$ cat config.mk
export PLATFORM = sky130hd
export DESIGN_NAME = uart_tx_arbiter
export DESIGN_NICKNAME = d
export VERILOG_FILES = /design/src/rtl/uart_tx_arbiter_pkg.sv /design/src/rtl/uart_tx_arbiter_rr_picker.sv /design/src/rtl/uart_tx_arbiter.sv
export SDC_FILE = /design/constraint.sdc
export NUM_CORES = 1
export LEC_CHECK = 0
export CAP_MARGIN = 25
export CORE_MARGIN = 5
export CORE_UTILIZATION = 50
export DETAILED_ROUTE_END_ITERATION = 6
export MAX_ROUTING_LAYER = met4
export PLACE_DENSITY_LB_ADDON = 0.08
export SYNTH_ARGS = -nofsm -noshare
export SYNTH_HDL_FRONTEND = slang
export SYNTH_SLANG_ARGS = --single-unit
$ cat constraint.sdc
create_clock -name CLK -period 8.35 [get_ports CLK]
set_clock_uncertainty 0.2 [all_clocks]
set_input_delay 0.835 -clock CLK [delete_from_list [all_inputs] [get_ports CLK]]
set_output_delay 0.835 -clock CLK [all_outputs]
set_load 0.02 [all_outputs]
$ cat src/rtl/uart_tx_arbiter_pkg.sv
// Shared types for the UART transmit arbiter: FSM state encoding, grant index width, default tag base.
package uart_tx_arbiter_pkg;

    typedef enum logic [2:0] {
        S_IDLE  = 3'd0,
        S_TAG   = 3'd1,
        S_SEND  = 3'd2,
        S_GUARD = 3'd3,
        S_WAIT  = 3'd4
    } state_t;

    localparam int          GRANT_W      = 3;
    localparam logic [7:0]  TAG_BASE_DEF = 8'hF0;

endpackage

$ cat src/rtl/uart_tx_arbiter_rr_picker.sv
// Combinational round-robin pick: first set bit of req scanning ptr+1, ptr+2, ... modulo N_REQ.
module uart_tx_arbiter_rr_picker
    import uart_tx_arbiter_pkg::*;
#(
    parameter int N_REQ = 4
) (
    input  logic [N_REQ-1:0]   req,
    input  logic [GRANT_W-1:0] ptr,
    output logic [GRANT_W-1:0] pick,
    output logic               any
);

    // Scan farthest position first so the nearest hit after ptr is the last assignment and wins.
    always_comb begin
        pick = '0;
        any  = 1'b0;
        for (int k = N_REQ; k >= 1; k--) begin
            for (int i = 0; i < N_REQ; i++) begin
                if (req[i] && (((int'(ptr) + k) % N_REQ) == i)) begin
                    pick = GRANT_W'(i);
                    any  = 1'b1;
                end
            end
        end
    end

endmodule

$ cat src/rtl/uart_tx_arbiter.sv
// Round-robin arbiter sharing one UartTx between N_REQ byte streams, holding the grant until a LAST byte.
// Optional macro UART_TX_ARBITER_TAG_EN: prefix each change of owner with a tag byte TAG_BASE + index.
module uart_tx_arbiter
    import uart_tx_arbiter_pkg::*;
#(
    parameter int N_REQ     = 4,
    parameter int W_TIMEOUT = 16
`ifdef UART_TX_ARBITER_TAG_EN
    ,
    parameter logic [7:0] TAG_BASE = TAG_BASE_DEF
`endif
) (
    input  logic                 CLK,
    input  logic                 RST,
    input  logic [N_REQ-1:0]     req_valid,
    input  logic [8*N_REQ-1:0]   req_data,
    input  logic [N_REQ-1:0]     req_last,
    output logic [N_REQ-1:0]     req_ready,
    output logic [7:0]           tx_data,
    output logic                 tx_we,
    input  logic                 tx_ready,
    output logic [GRANT_W-1:0]   grant_id,
    output logic                 grant_vld,
    output logic                 timeout
);

    state_t                 state, state_nxt;
    logic [GRANT_W-1:0]     rr_ptr, rr_ptr_nxt;
    logic [W_TIMEOUT-1:0]   stall_cnt, stall_nxt, stall_inc;
    logic                   last_q, last_nxt;
    logic [7:0]             tx_data_nxt;
    logic                   tx_we_nxt, grant_vld_nxt, timeout_nxt;
    logic [GRANT_W-1:0]     grant_id_nxt;
    logic [GRANT_W-1:0]     pick;
    logic                   any;
    logic                   cur_valid, cur_last, accept;
    logic [7:0]             cur_byte;
`ifdef UART_TX_ARBITER_TAG_EN
    logic [GRANT_W-1:0]     last_owner, last_owner_nxt;
    logic                   owner_vld, owner_vld_nxt;
`endif

    uart_tx_arbiter_rr_picker #(.N_REQ(N_REQ)) u_picker (
        .req  (req_valid),
        .ptr  (rr_ptr),
        .pick (pick),
        .any  (any)
    );

    always_comb begin
        cur_valid = 1'b0;
        cur_last  = 1'b0;
        cur_byte  = '0;
        for (int i = 0; i < N_REQ; i++) begin
            if (grant_id == GRANT_W'(i)) begin
                cur_valid = req_valid[i];
                cur_last  = req_last[i];
                cur_byte  = req_data[8*i +: 8];
            end
        end
    end

    assign accept    = (state == S_SEND) && tx_ready && cur_valid;
    assign stall_inc = stall_cnt + W_TIMEOUT'(1);

    always_comb begin
        req_ready = '0;
        for (int i = 0; i < N_REQ; i++) begin
            req_ready[i] = accept && (grant_id == GRANT_W'(i));
        end
    end

    always_comb begin
        state_nxt     = state;
        tx_data_nxt   = tx_data;
        tx_we_nxt     = 1'b0;
        grant_id_nxt  = grant_id;
        grant_vld_nxt = grant_vld;
        timeout_nxt   = 1'b0;
        rr_ptr_nxt    = rr_ptr;
        stall_nxt     = stall_cnt;
        last_nxt      = last_q;
`ifdef UART_TX_ARBITER_TAG_EN
        last_owner_nxt = last_owner;
        owner_vld_nxt  = owner_vld;
`endif
        case (state)
            S_IDLE: begin
                if (any) begin
                    grant_id_nxt  = pick;
                    grant_vld_nxt = 1'b1;
`ifdef UART_TX_ARBITER_TAG_EN
                    state_nxt      = (!owner_vld || pick != last_owner) ? S_TAG : S_SEND;
                    last_owner_nxt = pick;
                    owner_vld_nxt  = 1'b1;
`else
                    state_nxt = S_SEND;
`endif
                end
            end
`ifdef UART_TX_ARBITER_TAG_EN
            S_TAG: begin
                if (tx_ready) begin
                    tx_data_nxt = TAG_BASE + 8'(grant_id);
                    tx_we_nxt   = 1'b1;
                    last_nxt    = 1'b0;
                    state_nxt   = S_GUARD;
                end
            end
`endif
            S_SEND: begin
                if (accept) begin
                    tx_data_nxt = cur_byte;
                    tx_we_nxt   = 1'b1;
                    last_nxt    = cur_last;
                    stall_nxt   = '0;
                    state_nxt   = S_GUARD;
                end else if (!cur_valid) begin
                    // Owner went quiet mid-packet: give the UART away after the stall budget.
                    if (stall_inc == {W_TIMEOUT{1'b1}}) begin
                        timeout_nxt   = 1'b1;
                        grant_vld_nxt = 1'b0;
                        rr_ptr_nxt    = grant_id;
                        stall_nxt     = '0;
                        state_nxt     = S_IDLE;
                    end else begin
                        stall_nxt = stall_inc;
                    end
                end
            end
            S_GUARD: state_nxt = S_WAIT;
            S_WAIT: begin
                if (tx_ready) begin
                    if (last_q) begin
                        rr_ptr_nxt    = grant_id;
                        grant_vld_nxt = 1'b0;
                        state_nxt     = S_IDLE;
                    end else begin
                        state_nxt = S_SEND;
                    end
                end
            end
            default: state_nxt = S_IDLE;
        endcase
    end

    always_ff @(posedge CLK or posedge RST) begin
        if (RST) begin
            state     <= S_IDLE;
            tx_data   <= '0;
            tx_we     <= 1'b0;
            grant_id  <= '0;
            grant_vld <= 1'b0;
            timeout   <= 1'b0;
            rr_ptr    <= GRANT_W'(N_REQ - 1);
            stall_cnt <= '0;
            last_q    <= 1'b0;
`ifdef UART_TX_ARBITER_TAG_EN
            last_owner <= '0;
            owner_vld  <= 1'b0;
`endif
        end else begin
            state     <= state_nxt;
            tx_data   <= tx_data_nxt;
            tx_we     <= tx_we_nxt;
            grant_id  <= grant_id_nxt;
            grant_vld <= grant_vld_nxt;
            timeout   <= timeout_nxt;
            rr_ptr    <= rr_ptr_nxt;
            stall_cnt <= stall_nxt;
            last_q    <= last_nxt;
`ifdef UART_TX_ARBITER_TAG_EN
            last_owner <= last_owner_nxt;
            owner_vld  <= owner_vld_nxt;
`endif
        end
    end

endmodule

======== Word level (Yosys, flattened, before mapping) ========
Index checks and enable logic that the tools add are counted.
operators by class
  multiply operators ...................... 0
  divide/modulo/power cells ............... 0
  $lt $le $gt $ge ......................... 0
  $add $sub $neg .......................... 5
  bitwise logic cells ..................... 4
  reductions and logical operators ........ 40
  shift-type cells ........................ 0
  muxes and demuxes ....................... 72
  equality and inequality tests ........... 28
operator list
  kind                                                 number
  zero test 32 bit                                     4
  2-to-1 mux 16 bit                                    3
  2-to-1 mux 2 bit                                     20
  2-to-1 mux 1 bit                                     37
  2-to-1 mux 8 bit                                     4
  equality test 3 bit, second input constant           9
  logical AND 1 bit                                    22
  equality test 3 x 2 -> 1 bit, second input constant  6
  adder 16 x 1 -> 16 bit, second input constant        1
  equality test 16 bit, second input constant          1
  2-to-1 mux 3 bit                                     5
  case mux 3 bit (4 select lines)                      1
  != test 2 bit, second input constant                 5
  OR reduction 2 bit                                   4
  AND reduction 7 bit                                  1
  zero test 3 bit                                      2
  AND reduction 2 bit                                  3
  AND reduction 6 bit                                  1
  adder 2 x 1 -> 2 bit, second input constant          2
  adder 2 bit, second input constant                   2
  bitwise AND 1 bit, first input constant              4
  equality test 2 bit, second input constant           2
  != test 2 x 1 -> 1 bit, second input constant        2
  case mux 2 bit (2 select lines)                      1
  other kinds (7)                                      7
storage, ports and cells
  register bits ........................... 35
  bits in latches ......................... 0
  memory bits (read-only) ................. 0
  output and inout port bits .............. 18
  bits in writable memories ............... 0
  memories kept ........................... 0

======== Logic depth before layout (Yosys ltp) ========
Gate-level depths: netlist (run 1).
  word-level depth ........................ 23
  depth in mapped cells ................... 10

======== Hierarchy ========
A second synthesis (run 1) with hierarchy kept.
unflattened totals
  cells, all modules ...................... 259
  area, all modules ....................... 2414.8 µm²
by module, submodules not included
  module                     times used  area an instance (µm²)  cells each  seq. area each (µm²)
  uart_tx_arbiter            1           2322.2                  243         928.4
  uart_tx_arbiter_rr_picker  1           92.6                    16          0.0

======== Worst setup path before layout (run 1) ========
Ideal clock, no wire load.
  path kind ............................... input to output
  start point ............................. input port req_valid[3]
  end point ............................... output port req_ready[0]
  data arrival time ....................... 2448 ps
  stages .................................. 7
  required time ........................... 7315 ps
  buffers on the path ..................... 1
  slack ................................... 4867 ps
  cells stage by stage .................... mux4_2 > inv_1 > o21ai_1 > inv_1 > nand2_1 > clkbuf_1 > nor3_1
on the way
  word-level cells in the longest chain between the ends .. 3
ends and longest elaborated chain
  element             line                   RTL
  start: declaration  uart_tx_arbiter.sv:15  input logic [N_REQ-1:0] req_valid,
  2-to-1 mux 1 bit    uart_tx_arbiter.sv:55  if (grant_id == GRANT_W'(i)) begin
  logical AND 1 bit   uart_tx_arbiter.sv:63  assign accept = (state == S_SEND) && tx_ready && cur_valid;
  logical AND 1 bit   uart_tx_arbiter.sv:69  req_ready[i] = accept && (grant_id == GRANT_W'(i));
  end: declaration    uart_tx_arbiter.sv:18  output logic [N_REQ-1:0] req_ready,
Every way passes these cells.

======== Final worst setup path (run 1) ========
  start point ............................. input port req_valid[3]
  end point ............................... output port req_ready[3]
Same word-level chain as after synthesis.

==> metrics, run 1 <==
pre-CTS WS=2.883 ns; Worst Path Arrival=3.96 ns; Finished Core Util=0.6844; Residual DRC=0; Max H-tree Level=2; post-route cell area=3000 um^2; Post-CTS Hold Buffers=0; Power Total=0.9033 mW; Reg power frac=0.344; Final Setup Violations=0; fraction of the yosys area taken by sequential cells=0.3853; Hold WC Path Type=reg -> reg; Synth async-reset ratio=1.000; power per cell area=301.1 nW/um^2; Filler cells=370; worst hold path startpoint=tx_data[1]; vias post-DR=2061; I/O pins=61; Synth area leaders=dfrtp_1 (36%), mux4_2 (9.9%), nand2_1 (7.6%), a22o_1 (3.1%), nor2_1 (2.5%); Mapped Cells=247; VDD IR-drop max=0.2375 mV; Power Internal=0.5206 mW; Seq cells post-synth=35; CP endpoint kind=output pin; combinational power share=0.483; die width=77.53 um; post-cts resize count=0; post-route setup slack=3.358 ns; share of post-route cells with drive strength above 1=0.09967; CP Cell Sequence=clkdlybuf4s50_1, mux4_2, inv_1, o21ai_1, buf_4, inv_1, nand2_1, inv_1, and3_1, clkdlybuf4s50_1; mean area per synthesized cell=9.229 um^2; total of max-cap violations=0; Post-Synthesis Net Count=292; Die Y=77.53 um; CP dominant cell by count=inv_1; ys flop type=dfrtp_1; largest net degree at the start of global routing=36; Synth area leader=dfrtp_1; first-pass GRT wire length=9749 um; routed vias/inst=5.839; r2r setup slk=5.09 ns; CTS tree=yes; Port Buf Inserts=59; ant diodes=0; multi-input logic area=1295 um^2; vias in the first global route=1939; Max Buffers Root-to-Sink=2; placed standard-cell area=2878 um^2; Area growth, synth to finish=31.61%; Pre-Repair DR Iteration Count=4; Post-Syn Area=2280 um^2; Hold Path Depth=2; RR Endpoint=state[1]; Reg area=878.3 um^2; Total GRT Usage=0.2067; Hold Vio Cnt, Final=0; startpoint types=input pin; worst r2r src=grant_id[0]; Sw Ratio=0.4237; Core ar.=4384 um^2; CTS Buf Count=5; CTS clk-pin slew, worst paths=0.07 ns; Tcrit/Tclk final=0.5979; initial core utilization=0.5200; Post-synth EDFFs=0; clock group share of total power=0.173; Remaining Overflow, GRT=0; Worst Path Max Fanout=14; RSZ-0062 raised after global routing=no; delay of the slowest cell on the worst path=0.61 ns; antenna-violating nets left=0; Post-Route WL=6025 um; synth cell count leaders=nand2_1 (46), dfrtp_1 (33), nor2_1 (15); status=finished, final reports clean; post-CTS setup repair buffer count=0; initial antenna violation count=0; Sink Count=35; Worst EP required=7.32 ns; depth of the most critical reg-to-reg path=9; Slew Limit Headroom=0.4697; Starting DRT DRC Count=173; CP Buf/Inv Count=6; CTS Root Cell=clkbuf_8; Final Slew Violations=0; clk_lat worst skew=0.29 ns; die area=6010 um^2; gpl congestion=0.8683; post-synth top area share=0.3622; count of different cell masters after synthesis=53; P_sw=0.3827 mW; DP HPWL=4515 um; Tmin final=4.992 ns; Worst-Margin Slew=0.7954 ns; achievable frequency=200.3 MHz; cell at the slowest stage of the critical path=clkdlybuf4s50_1; Leak Pwr=1.274 nW; Endpoint, Worst Hold=tx_data[1]; top-count cell post-synth=nand2_1; DR WL/cell=17.07 um; Fin Setup TNS=0 ns; # rows=24; critical path type=in -> out; nets=345; Top Family by Delay on Critical Path=buffers and inverters; yosys synthesis warning count=0
-- layout by cell type, fill, tap and decap left out, types with 2 or more instances in the layout --
| master | count |
|---|---|
| nand3_1 | 8 |
| xnor2_1 | 3 |
| nand3b_1 | 3 |
| nor2_1 | 15 |
| nand2b_1 | 6 |
| clkdlybuf4s50_1 | 59 |
| o31a_1 | 3 |
| a21oi_1 | 8 |
| o22ai_1 | 3 |
| dfstp_2 | 2 |
| o21ai_1 | 4 |
| o211ai_1 | 2 |
| a22oi_1 | 2 |
| and3_1 | 3 |
| a211oi_1 | 2 |
| o31ai_1 | 2 |
| ha_1 | 2 |
| clkbuf_8 | 5 |
| inv_1 | 11 |
| or3_1 | 3 |
| xor2_1 | 5 |
| a31oi_1 | 2 |
| dfrtp_1 | 33 |
| nand4_1 | 2 |
| mux4_2 | 10 |
| nor3_1 | 5 |
| o21ai_0 | 8 |
| mux2i_1 | 2 |
| buf_4 | 2 |
| a22o_1 | 8 |
| nand2_1 | 46 |
| nor4_1 | 8 |
-- per-stage QoR --
step / cells / hold WS [ns]
3_5_place_dp: 344 / 0.2701
4_1_cts: 352 / 0.2886
6_report: 353 / 0.2808
5_1_grt: 353 / 0.3207
2_1_floorplan: 247 / 0.2687
3_3_place_gp: 344 / 0.2589
-- worst register-to-register path, stage by stage, from the launching register on --
cell and delay, ns:
dfrtp_1 0.86, mux4_2 0.66, inv_1 0.12, o21ai_1 0.08, buf_4 0.23, inv_1 0.10, nand2_1 0.28, inv_1 0.41
o22ai_1 0.15, o21ai_0 0.09
-- worst max-delay path by stage --
stage	from	end	cells past startpoint
after global placement	req_valid[3]	req_ready[3]	9
after floorplan	req_valid[3]	req_ready[0]	7
after CTS	req_valid[3]	req_ready[3]	9
after detailed placement	req_valid[3]	req_ready[3]	9
final	req_valid[3]	req_ready[3]	10
after global routing	grant_id[0]	req_ready[2]	10
-- area by class of cell --
type,instances,area share
Tap cell,52,0.02168
Inverter,11,0.01376
Sequential cell,35,0.2927
Multi-Input combinational cell,186,0.4316
Clock buffer,5,0.02294
Timing Repair Buffer,61,0.2018
Clock inverter,3,0.01543
-- per-layer routing --
metal | GRT usage | share of wire | up-vias
met1 | 0.2889 | 0.45 | 978
met4 | 0.05842 | 0.019 | 0
li1 | - | - | 1001
met5 | - | 0 | -
met3 | 0.04398 | 0.055 | 12
met2 | 0.3047 | 0.48 | 70
-- power groups by stage --
stage | Sequential [mW] | Combinational, mW | Clock, mW
final | 0.311 | 0.436 | 0.157
after global routing | 0.325 | 0.476 | 0.170
after global placement | 0.312 | 0.424 | 0
after floorplan | 0.290 | 0.308 | 0
after CTS | 0.310 | 0.433 | 0.160
after detailed placement | 0.313 | 0.432 | 0
-- state kept, by name, summed over array words and instances (netlist names) --
name	cells
grant_vld	1
state	3
tx_we	1
grant_id	2
timeout	1
rr_ptr	2
stall_cnt	16
last_q	1
tx_data	8
-- logic make-up (layout without fill, tap and decap cells) --
logic type	count (synthesis)	count (layout)	synth area share
AO/OA/AOI/OAI	53	53	0.1625
other	1	1	0.001645
flip-flops	35	35	0.3853
AND/OR/NAND/NOR	108	108	0.2426
multiplexers	13	13	0.1125
XOR/XNOR	9	9	0.03787
adder cells (fa/ha/maj)	2	2	0.01098
buffers and inverters	26	80	0.04666
Power figures use the tool's default switching activity.
==> run 2: changes to the inputs <==
Settings changed: CORE_UTILIZATION 50 to 49.
Clock period 8.35 ns to 5 ns, I/O delays scaled along.
==> metrics, run 2 (synthesis results as in run 1) <==
DR WL/cell=16.51 um (was 17.07 um); share of post-route cells with drive strength above 1=0.1026 (was 0.09967); clk_lat worst skew=0.29 ns (about the same); Hold Vio Cnt, Final=0 (unchanged); Sink Count=35 (unchanged); die width=78.21 um (was 77.53 um); Worst Path Max Fanout=18 (was 14); Top Family by Delay on Critical Path=buffers and inverters (unchanged); post-route cell area=3009 um^2 (was 3000 um^2); Max Buffers Root-to-Sink=2 (unchanged); Post-CTS Hold Buffers=0 (unchanged); initial antenna violation count=0 (unchanged); cell at the slowest stage of the critical path=dfrtp_1 (was clkdlybuf4s50_1); Final Setup Violations=0 (unchanged); antenna-violating nets left=0 (unchanged); CTS clk-pin slew, worst paths=0.07 ns (about the same); post-CTS setup repair buffer count=0 (unchanged); CTS tree=yes (unchanged); Core ar.=4444 um^2 (was 4384 um^2); ant diodes=0 (unchanged); Largest regs=stall_cnt: 16 flops, tx_data: 8 flops, state: 3 flops (unchanged); VDD IR-drop max=0.3372 mV (was 0.2375 mV); Pre-Repair DR Iteration Count=4 (unchanged); initial core utilization=0.5130 (was 0.5200); most common cell after layout, fill and taps aside=clkdlybuf4s50_1 (unchanged); die area=6117 um^2 (was 6010 um^2); Hold WC Path Type=reg -> reg (unchanged); Final Slew Violations=0 (unchanged); Worst EP required=4.30 ns (was 7.32 ns); met3 WL post-DR=349 um (was 330 um); vias post-DR=2064 (was 2061); Leak Pwr=1.283 nW (was 1.274 nW); DP HPWL=4314 um (was 4515 um); Max H-tree Level=2 (unchanged); Worst-Margin Slew=0.6918 ns (was 0.7954 ns); critical path type=reg -> out (was in -> out); # rows=24 (unchanged); Fin Setup TNS=0 ns (unchanged); largest net degree at the start of global routing=36 (unchanged); met2 WL=2778 um (was 2886 um); CTS Root Cell=clkbuf_8 (unchanged); status=finished, final reports clean (unchanged); total of max-cap violations=0 (unchanged); gpl congestion=0.8672 (was 0.8683); CP endpoint kind=output pin (unchanged); Remaining Overflow, GRT=0 (unchanged); first-pass GRT wire length=9542 um (was 9749 um); number of flip-flops in the largest register=16 (unchanged); placed standard-cell area=2885 um^2 (was 2878 um^2); CP dominant cell by count=inv_1 (unchanged); Worst Path Arrival=3.73 ns (was 3.96 ns); Tcrit/Tclk final=0.8850; Tmin final=4.425 ns; Slew Limit Headroom=0.5346 (was 0.4697); power per cell area=502.8 nW/um^2 (was 301.1 nW/um^2); nets=346 (was 345); Port Buf Inserts=59 (unchanged); CP Buf/Inv Count=4 (was 6); Residual DRC=0 (unchanged); top sig layer=met4 (unchanged); commonest cells after routing, fill and taps aside=clkdlybuf4s50_1 (59), nand2_1 (46), dfrtp_1 (33), nor2_1 (15), inv_1 (11) (unchanged); vias in the first global route=2045 (was 1939); Die Y=78.21 um (was 77.53 um); CP Cell Sequence=mux4_2, inv_1, o21ai_1, inv_1, nand2_1, inv_1, and3_1, clkdlybuf4s50_1 (was clkdlybuf4s50_1, mux4_2, inv_1, o21ai_1, buf_4, inv_1, nand2_1, inv_1, and3_1, clkdlybuf4s50_1); startpoint types=register (was input pin); Metal-1 WL=2618 um (was 2695 um); routed vias/inst=5.831 (was 5.839); Starting DRT DRC Count=150 (was 173); Post-Route WL=5843 um (was 6025 um); post-cts resize count=0 (unchanged); delay of the slowest cell on the worst path=0.80 ns (was 0.61 ns); I/O pins=61 (unchanged); Total GRT Usage=0.2007 (was 0.2067); Top reg by flops=stall_cnt (unchanged); Area growth, synth to finish=32.00% (was 31.61%); RSZ-0062 raised after global routing=no (unchanged); CTS Buf Count=5 (unchanged); achievable frequency=226.0 MHz
[run 2: cell types whose count changed in the layout (fill, tap and decap cells not counted)]
cell / change
clkinvlp_4: -1
buf_4: +1
clkinv_4: +1
[run 2: power breakdown]
group / switching, mW / internal [mW]
sequential: 0.115 / 0.378
combinational: 0.411 / 0.347
clock: 0.112 / 0.151
[run 2: final cells by class]
type	instances	area, um^2
flip-flops and latches	35	878.3
repair buffers	62	613.1
clock buffers	5	68.82
multi-input cells	186	1295
clock inverters	3	47.55
well taps	52	65.06
inverters	11	41.29
fillers	352	1435
[run 2: worst paths after layout]
check                       startpoint           end  slack [ns]  cells past startpoint
max                        grant_id[1]  req_ready[3]        0.57                      8
min                         tx_data[5]    tx_data[5]        0.28                      2
max reg2reg                grant_id[1]      state[1]        1.72                      8
min reg2reg                 tx_data[5]    tx_data[5]        0.28                      2
max in group asynchronous          RST     rr_ptr[0]        3.84                      3
min in group asynchronous          RST    tx_data[4]        0.41                      3
[run 2: per-stage QoR]
stage	instances	worst slack (ns)	total power [mW]	utilization	hold slack, ns
finish	354	0.5750	1.513	0.6771	0.2755
CTS	353	0.1098	1.517	0.6754	0.2807
floorplan	247	1.912	0.9988	-	0.2687
global route	354	0.2758	1.636	0.6771	0.2927
global placement	345	0.3367	1.239	0.6492	0.2575
detailed placement	345	0.1990	1.248	0.6492	0.2620
[run 2: worst min-delay path, cell delays in order (launching register included)]
cell     delay (ns)
dfrtp_1        0.34
nand2_1        0.05
nand2_1        0.05
[run 2: metal layers]
metal | GRT usage | vias to the layer above
li1 | - | 1004
met1 | 0.2580 | 991
met2 | 0.3185 | 60
met3 | 0.04348 | 9
met4 | 0.06294 | 0
met5 | - | -
==> run 3: changes to the inputs <==
Settings changed: SKIP_LAST_GASP set to 1.
==> results of run 3 <==
Final layout, timing and power as in run 2 (identical DEF).
